==> src/rtl/arb_types_pkg.sv <==
// Shared types for the RAM port arbiter: FSM states, RAM handshake states, watchdog width.
// ramstate_t encoding is fixed by the RAM controller (FREE=0 .. ERROR=3).
package arb_types_pkg;

  typedef enum logic [1:0] {
    IDLE   = 2'd0,
    IGRANT = 2'd1,
    DGRANT = 2'd2
  } arb_state_t;

  typedef enum logic [1:0] {
    FREE   = 2'd0,
    BUSY   = 2'd1,
    ACCESS = 2'd2,
    ERROR  = 2'd3
  } ramstate_t;

  localparam int TIMEOUT_W = 8;

endpackage

==> src/rtl/mem_port_arbiter_if.sv <==
// Datapath/cache request bus plus RAM port bundle seen by the arbiter.
// slave = arbiter side, master = requesters and RAM model.
interface mem_port_arbiter_if
  import arb_types_pkg::*;
#(
  parameter int ADDR_W = 32,
  parameter int DATA_W = 32
) ();

  logic              halt;
  logic              iREN;
  logic [ADDR_W-1:0] iaddr;
  logic [DATA_W-1:0] iload;
  logic              ihit;
  logic              dREN;
  logic              dWEN;
  logic [ADDR_W-1:0] daddr;
  logic [DATA_W-1:0] dstore;
  logic [DATA_W-1:0] dload;
  logic              dhit;
  logic              ramREN;
  logic              ramWEN;
  logic [ADDR_W-1:0] ramaddr;
  logic [DATA_W-1:0] ramstore;
  logic [DATA_W-1:0] ramload;
  ramstate_t         ramstate;
  logic              timeout;

  modport slave (
    input  halt, iREN, iaddr, dREN, dWEN, daddr, dstore, ramload, ramstate,
    output iload, ihit, dload, dhit, ramREN, ramWEN, ramaddr, ramstore, timeout
  );

  modport master (
    output halt, iREN, iaddr, dREN, dWEN, daddr, dstore, ramload, ramstate,
    input  iload, ihit, dload, dhit, ramREN, ramWEN, ramaddr, ramstore, timeout
  );

endinterface

==> src/rtl/arb_watchdog.sv <==
// Grant watchdog: loadable up-counter with clear, terminal compare at TIMEOUT_CYC-1 and a
// sticky expiry flag. expire_o is combinational so the FSM can leave the grant that same cycle.
module arb_watchdog
  import arb_types_pkg::*;
#(
  parameter int TIMEOUT_CYC = 255
) (
  input  logic                 clk,
  input  logic                 rst_n,
  input  logic                 clr_i,
  input  logic                 load_i,
  input  logic [TIMEOUT_W-1:0] load_val_i,
  input  logic                 cnt_en_i,
  output logic                 expire_o,
  output logic                 flag_o
);

  // Count value k-1 during the k-th waiting cycle, so the TIMEOUT_CYC-th one is terminal.
  localparam logic [TIMEOUT_W-1:0] TERM = TIMEOUT_W'(TIMEOUT_CYC - 1);

  logic [TIMEOUT_W-1:0] cnt_q, cnt_d;
  logic                 flag_q, flag_d;

  assign expire_o = cnt_en_i && (cnt_q == TERM);
  assign flag_o   = flag_q;

  always_comb begin
    cnt_d  = cnt_q;
    flag_d = flag_q | expire_o;
    if (clr_i) begin
      cnt_d = '0;
    end else if (load_i) begin
      cnt_d = load_val_i;
    end else if (cnt_en_i) begin
      cnt_d = cnt_q + TIMEOUT_W'(1);
    end
  end

  always_ff @(posedge clk or negedge rst_n) begin
    if (!rst_n) begin
      cnt_q  <= '0;
      flag_q <= 1'b0;
    end else begin
      cnt_q  <= cnt_d;
      flag_q <= flag_d;
    end
  end

endmodule

==> src/rtl/mem_port_arbiter.sv <==
// Shares one RAM port between fetch and load/store, data first; registered grant, hit on ACCESS.
// Optional fetch-starvation guard under `ifdef ARB_FAIRNESS_EN (forces i after MAX_DSTREAK d-hits).
module mem_port_arbiter
  import arb_types_pkg::*;
#(
  parameter int ADDR_W      = 32,
  parameter int DATA_W      = 32,
`ifdef ARB_FAIRNESS_EN
  parameter int MAX_DSTREAK = 4,
`endif
  parameter int TIMEOUT_CYC = 255
) (
  input  logic              CLK,
  input  logic              nRST,
  mem_port_arbiter_if.slave bus
);

  arb_state_t state_q, state_d;
  logic       dreq;
  logic       access;
  logic       req_held;
  logic       ihit, dhit;
  logic       force_i;
  logic       wd_expire;
  logic       wd_flag;

  assign dreq   = bus.dREN | bus.dWEN;
  assign access = (bus.ramstate == ACCESS);

  always_comb begin
    req_held = 1'b0;
    case (state_q)
      IGRANT:  req_held = bus.iREN;
      DGRANT:  req_held = dreq;
      default: req_held = 1'b0;
    endcase
  end

`ifdef ARB_FAIRNESS_EN
  localparam int STREAK_W = $clog2(MAX_DSTREAK + 1);
  localparam logic [STREAK_W-1:0] STREAK_MAX = STREAK_W'(MAX_DSTREAK);

  logic [STREAK_W-1:0] streak_q, streak_d;

  // Only d-completions that overtook a waiting fetch count toward the streak.
  always_comb begin
    streak_d = streak_q;
    if (!bus.iREN || state_q == IGRANT) begin
      streak_d = '0;
    end else if (dhit && streak_q != STREAK_MAX) begin
      streak_d = streak_q + STREAK_W'(1);
    end
  end

  always_ff @(posedge CLK or negedge nRST) begin
    if (!nRST) streak_q <= '0;
    else       streak_q <= streak_d;
  end

  assign force_i = (streak_q == STREAK_MAX) && bus.iREN && !bus.halt;
`else
  assign force_i = 1'b0;
`endif

  always_comb begin
    state_d = state_q;
    case (state_q)
      IDLE: begin
        if (force_i)                     state_d = IGRANT;
        else if (dreq)                   state_d = DGRANT;
        else if (bus.iREN && !bus.halt)  state_d = IGRANT;
      end
      // Dropped request beats ACCESS: the requester no longer wants the data.
      IGRANT, DGRANT: begin
        if (!req_held || access || wd_expire) state_d = IDLE;
      end
      default: state_d = IDLE;
    endcase
  end

  always_ff @(posedge CLK or negedge nRST) begin
    if (!nRST) state_q <= IDLE;
    else       state_q <= state_d;
  end

  always_comb begin
    bus.ramREN   = 1'b0;
    bus.ramWEN   = 1'b0;
    bus.ramaddr  = {ADDR_W{1'b0}};
    bus.ramstore = {DATA_W{1'b0}};
    ihit         = 1'b0;
    dhit         = 1'b0;
    case (state_q)
      IGRANT: begin
        bus.ramREN  = 1'b1;
        bus.ramaddr = bus.iaddr;
        ihit        = access && bus.iREN;
      end
      DGRANT: begin
        bus.ramaddr  = bus.daddr;
        bus.ramstore = bus.dstore;
        bus.ramWEN   = bus.dWEN;
        bus.ramREN   = bus.dREN && !bus.dWEN;
        dhit         = access && dreq;
      end
      default: ;
    endcase
  end

  assign bus.ihit    = ihit;
  assign bus.dhit    = dhit;
  assign bus.iload   = ihit ? bus.ramload : {DATA_W{1'b0}};
  assign bus.dload   = dhit ? bus.ramload : {DATA_W{1'b0}};
  assign bus.timeout = wd_flag;

  arb_watchdog #(
    .TIMEOUT_CYC (TIMEOUT_CYC)
  ) u_watchdog (
    .clk        (CLK),
    .rst_n      (nRST),
    .clr_i      (state_d != state_q),
    .load_i     (1'b0),
    .load_val_i ({TIMEOUT_W{1'b0}}),
    .cnt_en_i   (req_held && !access),
    .expire_o   (wd_expire),
    .flag_o     (wd_flag)
  );

endmodule
==> src/flat_wrapper.sv <==
// flat-port wrapper written by rule: the top's interface ports become plain ports
module mem_port_arbiter_flat import arb_types_pkg::*;
#(
  parameter int ADDR_W      = 32,
  parameter int DATA_W      = 32,

  parameter int TIMEOUT_CYC = 255
)
  (CLK, nRST, bus_halt, bus_iREN, bus_iaddr, bus_dREN, bus_dWEN, bus_daddr, bus_dstore, bus_ramload, bus_ramstate, bus_iload, bus_ihit, bus_dload, bus_dhit, bus_ramREN, bus_ramWEN, bus_ramaddr, bus_ramstore, bus_timeout);
  mem_port_arbiter_if #(.ADDR_W(ADDR_W), .DATA_W(DATA_W)) bus_i ();
  input  logic CLK;
  input  logic nRST;
  input wire logic [$bits(bus_i.halt)-1:0] bus_halt;
  input wire logic [$bits(bus_i.iREN)-1:0] bus_iREN;
  input wire logic [$bits(bus_i.iaddr)-1:0] bus_iaddr;
  input wire logic [$bits(bus_i.dREN)-1:0] bus_dREN;
  input wire logic [$bits(bus_i.dWEN)-1:0] bus_dWEN;
  input wire logic [$bits(bus_i.daddr)-1:0] bus_daddr;
  input wire logic [$bits(bus_i.dstore)-1:0] bus_dstore;
  input wire logic [$bits(bus_i.ramload)-1:0] bus_ramload;
  input wire logic [$bits(bus_i.ramstate)-1:0] bus_ramstate;
  output wire logic [$bits(bus_i.iload)-1:0] bus_iload;
  output wire logic [$bits(bus_i.ihit)-1:0] bus_ihit;
  output wire logic [$bits(bus_i.dload)-1:0] bus_dload;
  output wire logic [$bits(bus_i.dhit)-1:0] bus_dhit;
  output wire logic [$bits(bus_i.ramREN)-1:0] bus_ramREN;
  output wire logic [$bits(bus_i.ramWEN)-1:0] bus_ramWEN;
  output wire logic [$bits(bus_i.ramaddr)-1:0] bus_ramaddr;
  output wire logic [$bits(bus_i.ramstore)-1:0] bus_ramstore;
  output wire logic [$bits(bus_i.timeout)-1:0] bus_timeout;
  assign bus_i.halt = bus_halt;
  assign bus_i.iREN = bus_iREN;
  assign bus_i.iaddr = bus_iaddr;
  assign bus_i.dREN = bus_dREN;
  assign bus_i.dWEN = bus_dWEN;
  assign bus_i.daddr = bus_daddr;
  assign bus_i.dstore = bus_dstore;
  assign bus_i.ramload = bus_ramload;
  assign bus_i.ramstate = bus_ramstate;
  assign bus_iload = bus_i.iload;
  assign bus_ihit = bus_i.ihit;
  assign bus_dload = bus_i.dload;
  assign bus_dhit = bus_i.dhit;
  assign bus_ramREN = bus_i.ramREN;
  assign bus_ramWEN = bus_i.ramWEN;
  assign bus_ramaddr = bus_i.ramaddr;
  assign bus_ramstore = bus_i.ramstore;
  assign bus_timeout = bus_i.timeout;
  mem_port_arbiter #(.ADDR_W(ADDR_W), .DATA_W(DATA_W), .TIMEOUT_CYC(TIMEOUT_CYC)) u_core (.CLK(CLK), .nRST(nRST), .bus(bus_i));
endmodule
==> config.mk <==
export PLATFORM = sky130hd
export DESIGN_NAME = mem_port_arbiter_flat
export DESIGN_NICKNAME = d
export VERILOG_FILES = /design/src/rtl/arb_types_pkg.sv /design/src/rtl/mem_port_arbiter_if.sv /design/src/rtl/arb_watchdog.sv /design/src/rtl/mem_port_arbiter.sv /design/src/flat_wrapper.sv
export SDC_FILE = /design/constraint.sdc
export NUM_CORES = 1
export LEC_CHECK = 0
export CAP_MARGIN = 30
export CORE_AREA = 2 2 104 106
export DETAILED_ROUTE_END_ITERATION = 7
export DIE_AREA = 0 0 106 108
export GPL_ROUTABILITY_DRIVEN = 0
export PLACE_DENSITY = 0.69
export SYNTH_ARGS = -nofsm -noshare
export SYNTH_HDL_FRONTEND = slang
export SYNTH_SLANG_ARGS = --single-unit
==> constraint.sdc <==
create_clock -name CLK -period 3.8 [get_ports CLK]
set_clock_uncertainty 0.1 [all_clocks]
set_input_delay 0.57 -clock CLK [delete_from_list [all_inputs] [get_ports CLK]]
set_output_delay 0.57 -clock CLK [all_outputs]
set_load 0.05 [all_outputs]
==> flow_metrics.env <==
export IMPL_power_leakage_uw=0.00199
export IMPL_crit_fanout=59
export IMPL_fillers=933
export IMPL_clock_path_buffers=2
export IMPL_cts_tree="done"
export IMPL_end_kind="output pin"
export IMPL_period_needed_ps=3170
export IMPL_io_pins=269
export IMPL_outcome="complete, no violations"
export IMPL_yosysTopAreaCell="and2_1"
export IMPL_cts_buffers=3
export IMPL_rsz0062_at_grt="false"
export IMPL_clock_sinks=11
export IMPL_port_buffers=268
export IMPL_peakVddDrop_v=0.000261
export IMPL_core_area_sq_um=10200
export IMPL_clock_fmax_mhz=316
export IMPL_final_area_sq_um=5060
export IMPL_post_drt_wl_per_cell_microns=16.8
export IMPL_layout_common_cells="clkdlybuf4s50_1, and2_1, buf_12, buf_4, nor2b_1"
export IMPL_ys_seq_elements=11
export IMPL_yosys_warnings=0
export IMPL_dr_pass1_iters=4
export IMPL_die_w_microns=106
export IMPL_grt_overflow_total=0
export IMPL_report_final_hold_viol_count=0
export IMPL_cts_hold_buf=0
export IMPL_ys_types=41
export IMPL_ant_nets=0
export IMPL_clk_latency_ps=240
export IMPL_syn_to_final_growth_pct=164
export IMPL_dpl_cell_area_sq_um=5020
export IMPL_slew_headroom_pct=52.1
export IMPL_dr_first_iter_drc_count=211
export IMPL_dp_hpwl_mm=9.36
export IMPL_grt_use_total_pct=17.5
export IMPL_worst_ep_required_time_ps=3130
export IMPL_wl_mm=11.0
export IMPL_htreeDepth=1
export IMPL_setup_slack_ps=634
export IMPL_fin_tns_setup_ps=0
export IMPL_initial_core_util_pct=18.7
export IMPL_hold_path_class="reg -> reg"
export IMPL_tightestPinTransition_ps=699
export IMPL_rows=37
export IMPL_setup_viol=0
export IMPL_drive_gt1_share_pct=16.0
export IMPL_startpoint_type="register"
export IMPL_cp_data_arrival_time_ps=2500
export IMPL_vias=2908
export IMPL_fin_crit_sh_pct=83.3
export IMPL_grt_pass1_vias=2890
export IMPL_drcViolationCount=0
export IMPL_final_nets=662
export IMPL_drv_cap=0
export IMPL_antenna_cells=0
export IMPL_yosysSeqAreaShare_pct=14.4
export IMPL_die_h_microns=108
export IMPL_synth_top_area_share_pct=32.0
export IMPL_path_class="reg -> out"
export IMPL_ctsRootBufferMaster="clkbuf_8"
export IMPL_fp_dieArea_sq_um=11400
export IMPL_power_density_nw_per_um2=479
export IMPL_antenna_found_initial=0
export IMPL_syn_avg_cell_area_sq_um=7.27
export IMPL_place_ws_ps=881
export IMPL_clkTransAtPathRegs_ps=50
export IMPL_post_cts_buffers=0
export IMPL_grt_max_degree=60
export IMPL_syn_nets=406
export IMPL_vias_per_cell=4.44
export IMPL_synth_area_sq_um=1920
export IMPL_yosys_top_cells_area="and2_1, dfrtp_1, a22oi_1"
export IMPL_grt_pass1_wl_mm=15.9
export IMPL_layout_commonest_cell="clkdlybuf4s50_1"
export IMPL_cts_resized_gates=0
export IMPL_timing_final_max_slew_violations=0
export IMPL_synthCells=264
## stage by stage
stage / instances / util, % / power (uW) / hold WS, ps
after floorplan: 264 / - / 1550 / 174
after global placement: 651 / 49.0 / 2290 / 360
after detailed placement: 651 / 49.0 / 2310 / 380
after CTS: 655 / 49.5 / 2430 / 394
after global routing: 655 / 49.5 / 2540 / 410
final: 655 / 49.5 / 2420 / 390
## cell type report
class	instances	area, sq um	area share (%)
multi-input cells	227	1540	30.4
inverters	4	15.0	0.297
well taps	136	170	3.36
flip-flops and latches	11	275	5.44
clock buffers	4	45.0	0.890
repair buffers	273	3020	59.6
## kinds of logic after synthesis
family                     Yosys count  share of synthesized area, %
AOI/OAI and AO/OA                   60                          24.4
xor gates and xnor gates             1                         0.457
adders and majority gates            6                          3.91
buffers and inverters               26                          5.74
DFF                                 11                          14.4
muxes                                1                         0.522
and+or+nand+nor                    159                          50.6
## synthesized netlist by cell type, drive strengths merged
cell type and instances:
a2111oi 1, a211oi 6, a21o 1, a21oi 3, a22oi 32, a2bb2oi 1
a31oi 1, and2 98, and4 1, buf 4, clkbuf 18, dfrtp 11
ha 6, inv 4, mux2i 1, nand2 6, nand2b 1, nand3 4
nand4 1, nor2 6, nor2b 33, nor3 1, nor3b 2, o211a 1
o211ai 2, o21a 2, o21ai 5, o21bai 1, o311ai 1, o31ai 3
or3 2, or4 3, or4b 1, xnor2 1
## layer usage
layer  track usage (%)  vias to the layer above  share of wire [%]
met5                 0                        -                  0
li1                  -                     1425                  -
met1              20.8                     1280                 39
met4              2.63                        0                1.5
met3              8.56                       12                 14
met2              29.1                      191                 46
## path summary, 6_finish.rpt
kind                                           from                         end  slack [ps]  cells after the start
min in group asynchronous                      nRST  u_core.u_watchdog.cnt_q[6]         570                      1
hold reg to reg            u_core.u_watchdog.flag_o    u_core.u_watchdog.flag_o         390                      1
hold / removal             u_core.u_watchdog.flag_o    u_core.u_watchdog.flag_o         390                      1
max in group asynchronous                      nRST  u_core.u_watchdog.cnt_q[2]        2690                      1
setup reg to reg                  u_core.state_q[0]  u_core.u_watchdog.cnt_q[5]        1470                      6
setup / recovery                  u_core.state_q[0]              bus_ramaddr[2]         630                      6
## power breakdown
| group | internal (uW) | switching [uW] | leakage, uW | total (uW) |
|---|---|---|---|---|
| Combinational | 783 | 1360 | 0.00182 | 2150 |
| Clock | 73.6 | 43.6 | 0.0000228 | 117 |
| Sequential | 135 | 24.0 | 0.000150 | 159 |
| Total | 992 | 1430 | 0.00199 | 2420 |
## sequential cells by signal, summed over array words and instances, names as in the netlist
register / flops
u_core.state_q: 2
u_core.u_watchdog.cnt_q: 8
u_core.u_watchdog.flag_o: 1
## worst max-delay path, stage by stage (launching register included)
cell and delay (ps):
dfrtp_1 450, inv_1 140, ha_2 320, buf_12 260, a22oi_1 100, nor2b_1 140
clkdlybuf4s50_1 820
No activity file was read; power rests on OpenSTA's default activity.
==> edit 1, RTL diff (config.mk and constraints unchanged) <==
The option `ARB_FAIRNESS_EN` is turned on by a define.
--- a/src/rtl/mem_port_arbiter.sv
+++ b/src/rtl/mem_port_arbiter.sv
@@ -2,2 +2,4 @@
 // Optional fetch-starvation guard under `ifdef ARB_FAIRNESS_EN (forces i after MAX_DSTREAK d-hits).
+`define ARB_FAIRNESS_EN
+
 module mem_port_arbiter
Formal check against the unedited RTL: not equivalent (a bounded check fails within 10 cycles, from zero or initial values and one cycle with nRST low).
==> edit 1 against the unedited design <==
Critical path depth grew 1; core utilization grew 5.8 points; hold slack worse by 0.013 ns; sequential cell count is 3 higher; total power increased by 0.34%; non-clock buffer count is 3 higher; cell area is 12% higher; combinational power shrank 3%; routed wire length is 3.0% higher; worst setup slack lost 0.27 ns; synthesized area is 9.6% higher; highest routed layer unchanged.
==> edit 1: results (changes against the unedited design) <==
• **result of the run** completed, unchanged
• **aggregate routed wire length** 11.3 mm, was 11.0 mm
• **buffering overhead** 60.4%, was 59.6%
• **synth unique cells** 42, was 41
• **Non-CTS inverters** 7, was 4
• **pin count of the biggest net entering global routing** 37, was 60
• **worst slew pin tran** 0.750 ns, was 0.699 ns
• **detailed router's first-iteration violation count** 185, was 211
• **Multi-In Gates** 240, was 227
• **syn_nets** 427, was 406
• **proportion of layout cells with a drive suffix above 1** 15.7%, was 16.0%
• **wire length per cell after detailed routing** 16.7 um, was 16.8 um
• **placed wire-length estimate** 9.53 mm, was 9.36 mm
• **relative contribution of the clock network to total power** 6.2%, was 4.8%
• **switching fraction of total power** 56.6%, was 59.1%
• **number of global-route vias before repair** 3315, was 2890
• **Non-clk bufs** 276, was 273
• **delay of the slowest cell on the worst path** 0.79 ns, was 0.82 ns
• **Worst R2R End** u_core.u_watchdog.cnt_q[7], was u_core.u_watchdog.cnt_q[5]
• **leading cell types by count after synthesis** and2_1, nor2b_1, a22oi_1, unchanged
• **net count reported at finish** 686, was 662
• **leakage power figure** 2.17 nW, was 1.99 nW
• **Overall Global Routing Usage** 18.9%, was 17.5%
• **sequential portion of the cell area** 6.20%, was 5.44%
• **number of synthesized register bits** 14, was 11
## edit 1: worst min-delay path by stage
stage	cells after the start	end	start
after detailed placement	1	u_core.u_watchdog.flag_o	u_core.u_watchdog.flag_o
after global routing	1	u_core.u_watchdog.flag_o	u_core.u_watchdog.flag_o
after CTS	1	u_core.u_watchdog.flag_o	u_core.u_watchdog.flag_o
final	1	u_core.u_watchdog.flag_o	u_core.u_watchdog.flag_o
after floorplan	0	u_core.state_q[0]	nRST
after global placement	1	u_core.u_watchdog.flag_o	u_core.u_watchdog.flag_o
## edit 1: cells by family (layout without fill, tap and decap cells)
kind of cell	Yosys count	count (layout)	share of synthesized area [%]
DFF	14	14	16.7
adders and majority gates	8	8	4.76
buffers and inverters	29	287	5.77
and+or+nand+nor	166	166	48.1
AOI/OAI and AO/OA	62	62	22.9
muxes	2	2	0.952
xor gates and xnor gates	2	2	0.833
## edit 1: per-stage QoR
step / util, % / setup WS [ns] / cell area (sq um) / hold slack (ns)
after global routing: 55.3 / 0.186 / 5650 / 0.397
after floorplan: - / 0.879 / 2100 / 0.174
final: 55.3 / 0.365 / 5650 / 0.377
after global placement: 54.7 / 0.764 / 5600 / 0.363
after CTS: 55.3 / 0.378 / 5650 / 0.384
after detailed placement: 54.7 / 0.668 / 5600 / 0.365
## edit 1: per-layer routing
| metal | global-route usage (%) | vias up | wire length, um | part of all wire [%] |
|---|---|---|---|---|
| met5 | 0 | - | 0 | 0 |
| met4 | 4.70 | 0 | 212 | 1.9 |
| met3 | 8.08 | 13 | 1400 | 12 |
| met2 | 35.4 | 168 | 5850 | 52 |
| met1 | 19.3 | 1411 | 3840 | 34 |
| li1 | - | 1496 | - | - |
==> edit 2, RTL diff (same flow settings) <==
Without the edit above. Encoding of `arb_state_t`: now one-hot (3 bits for 3 states).
--- a/src/rtl/arb_types_pkg.sv
+++ b/src/rtl/arb_types_pkg.sv
@@ -4,6 +4,6 @@
 
-  typedef enum logic [1:0] {
-    IDLE   = 2'd0,
-    IGRANT = 2'd1,
-    DGRANT = 2'd2
+  typedef enum logic [2:0] {
+    IDLE   = 3'b001,
+    IGRANT = 3'b010,
+    DGRANT = 3'b100
   } arb_state_t;
Function: same outputs for any inputs over 10 cycles, from zero or initial values and one cycle with nRST low; not proved beyond that.
==> edit 2 against the unedited design <==
Sequential cell count up 1; die area unchanged; critical path depth down 2; register-to-register slack better by 0.26 ns; cell area up 3.0%; routed wire length down 10%; count of clock-buffer cells in the layout unchanged; total power down 36%; synthesized cell count down 15%; non-clock buffer count unchanged; worst setup slack worse by 0.050 ns; synthesized area down 11%; critical path type unchanged; largest power group unchanged.
==> edit 2: results (changes against the unedited design) <==
• **leakage power figure** 2.05 nW, was 1.99 nW
• **detailed router's first-iteration violation count** 107, was 211
• **min setup slack post-route** 0.584 ns, was 0.634 ns
• **IO buf count** 268, unchanged
• **share of the synthesized area in compound gates (AO/OA/AOI/OAI)** 21.9%, was 24.4%
• **most used flip-flop cell after synthesis** dfrtp_1, unchanged
• **proportion of layout cells with a drive suffix above 1** 17.2%, was 16.0%
• **result of the run** completed, unchanged
• **initial antenna violation count** 1, was 0
• **TritonCTS buffer count** 3, unchanged
• **Tightest Hold Check Type** flip-flop to flip-flop, unchanged
• **Worst IR Drop VDD** 187 uV, was 261 uV
• **Critical Path AT** 2.55 ns, was 2.50 ns
• **Util after Layout** 50.9%, was 49.5%
• **Critical Path Start** u_core.state_q[2], was u_core.state_q[0]
• **TritonRoute pass-1 iters** 4, unchanged
• **Cell Area, Placed** 5160 sq um, was 5020 sq um
• **Worst R2R End** u_core.u_watchdog.cnt_q[1], was u_core.u_watchdog.cnt_q[5]
• **Avg Vias per Cell** 4.22, was 4.44
• **pin count of the biggest net entering global routing** 48, was 60
• **count of final setup violators** 0, unchanged
• **R2R cell count** 5, was 6
• **delay of the slowest cell on the worst path** 0.84 ns, was 0.82 ns
• **R2R Setup Slk** 1.73 ns, was 1.47 ns
• **portion of the post-synthesis area used by sequential elements** 17.6%, was 14.4%
• **post-cts sizing count** 0, unchanged
• **end point of the critical path** bus_ramREN, was bus_ramaddr[2]
• **synth unique cells** 39, was 41
• **post-synthesis xor/xnor area fraction** 3.57%, was 0.457%
• **max FFs per register** 8, unchanged
• **first-pass GRT wire length** 14.2 mm, was 15.9 mm
• **Max-cap violations** 0, unchanged
• **CTS max path bufs** 2, unchanged
• **mux share of post-synthesis cell area** 0%, was 0.522%
• **kind of cell adding the most delay to the critical path** buffers and inverters, unchanged
• **maximum net fanout on the critical path** 47, was 59
• **syn_nets** 362, was 406
• **adder and majority cell fraction of the synthesized area** 1.46%, was 3.91%
• **Worst R2R Start** u_core.state_q[1], was u_core.state_q[0]
• **non-filler instance count after layout** 619, was 655
• **clock insertion delay at the later pin of the skew report** 0.24 ns, about the same
• **Post-CTS Setup Bufs** 0, unchanged
• **leading cell types by count after synthesis** and2_1, a22o_1, nor2_1, was and2_1, nor2b_1, a22oi_1
• **slowest stage cell, crit path** clkdlybuf4s50_1, unchanged
• **register with the most flip-flops** u_core.u_watchdog.cnt_q, unchanged
• **share of flip-flops with an asynchronous set or reset** 100%, unchanged
• **Fill cells** 928, was 933
• **number of standard cells after synthesis** 224, was 264
• **post-CTS clock slew at the launch and capture registers of the worst setup and hold paths** 0.05 ns, about the same
• **Slew Limit Headroom** 61.9%, was 52.1%
• **wire length per cell after detailed routing** 15.9 um, was 16.8 um
• **placed wire-length estimate** 8.57 mm, was 9.36 mm
• **number of global-route vias before repair** 2655, was 2890
• **Overall Global Routing Usage** 15.7%, was 17.5%
• **cell count after placement** 614, was 651
• **ranking of synthesized cells by area** and2_1, a22o_1, dfrtp_1, was and2_1, dfrtp_1, a22oi_1
• **post-placement setup slack** 0.834 ns, was 0.881 ns
• **H-tree Lvls** 1, unchanged
-- edit 2: changes by cell type after synthesis, sizes merged, moves of 3 or more --
| cell | change |
|---|---|
| a211oi | -5 |
| a22o | +32 |
| a22oi | -31 |
| buf | +5 |
| clkbuf | -8 |
| ha | -4 |
| nand2 | -3 |
| nor2 | +11 |
| nor2b | -32 |
| o21ai | -3 |
| o31ai | -3 |
| or4 | -3 |
| xor2 | +5 |
-- edit 2: cell type report --
type / instances / share of cell area (%)
timing repair buffer: 273 / 64.6
multi-input combinational: 191 / 25.3
sequential: 12 / 5.79
tap: 136 / 3.27
clock buffer: 4 / 0.864
inverter: 2 / 0.144
antenna: 1 / 0.0480
-- edit 2: report_power, final --
part,internal (mW),leakage [nW],total (mW),switching [mW]
clock,0.0737,0.0228,0.118,0.0440
sequential,0.144,0.163,0.178,0.0335
combinational,0.492,1.87,1.24,0.751
total,0.710,2.05,1.54,0.829
-- edit 2: how the worst min path moves through the flow --
stage                        startpoint                       end  slack, ns  depth (start not counted)
5_1_grt        u_core.u_watchdog.flag_o  u_core.u_watchdog.flag_o       0.39                          1
3_5_place_dp   u_core.u_watchdog.flag_o  u_core.u_watchdog.flag_o       0.35                          1
6_report       u_core.u_watchdog.flag_o  u_core.u_watchdog.flag_o       0.37                          1
4_1_cts        u_core.u_watchdog.flag_o  u_core.u_watchdog.flag_o       0.37                          1
3_3_place_gp   u_core.u_watchdog.flag_o  u_core.u_watchdog.flag_o       0.35                          1
2_1_floorplan                      nRST         u_core.state_q[1]       0.17                          0
-- edit 2: metal layers --
metal  routed length, um  vias up  track usage, %
li1                    -     1286               -
met4                  85        2            2.82
met3                 879        8            5.30
met2                5150      133            29.7
met5                  12        -               0
met1                3710     1185            17.2
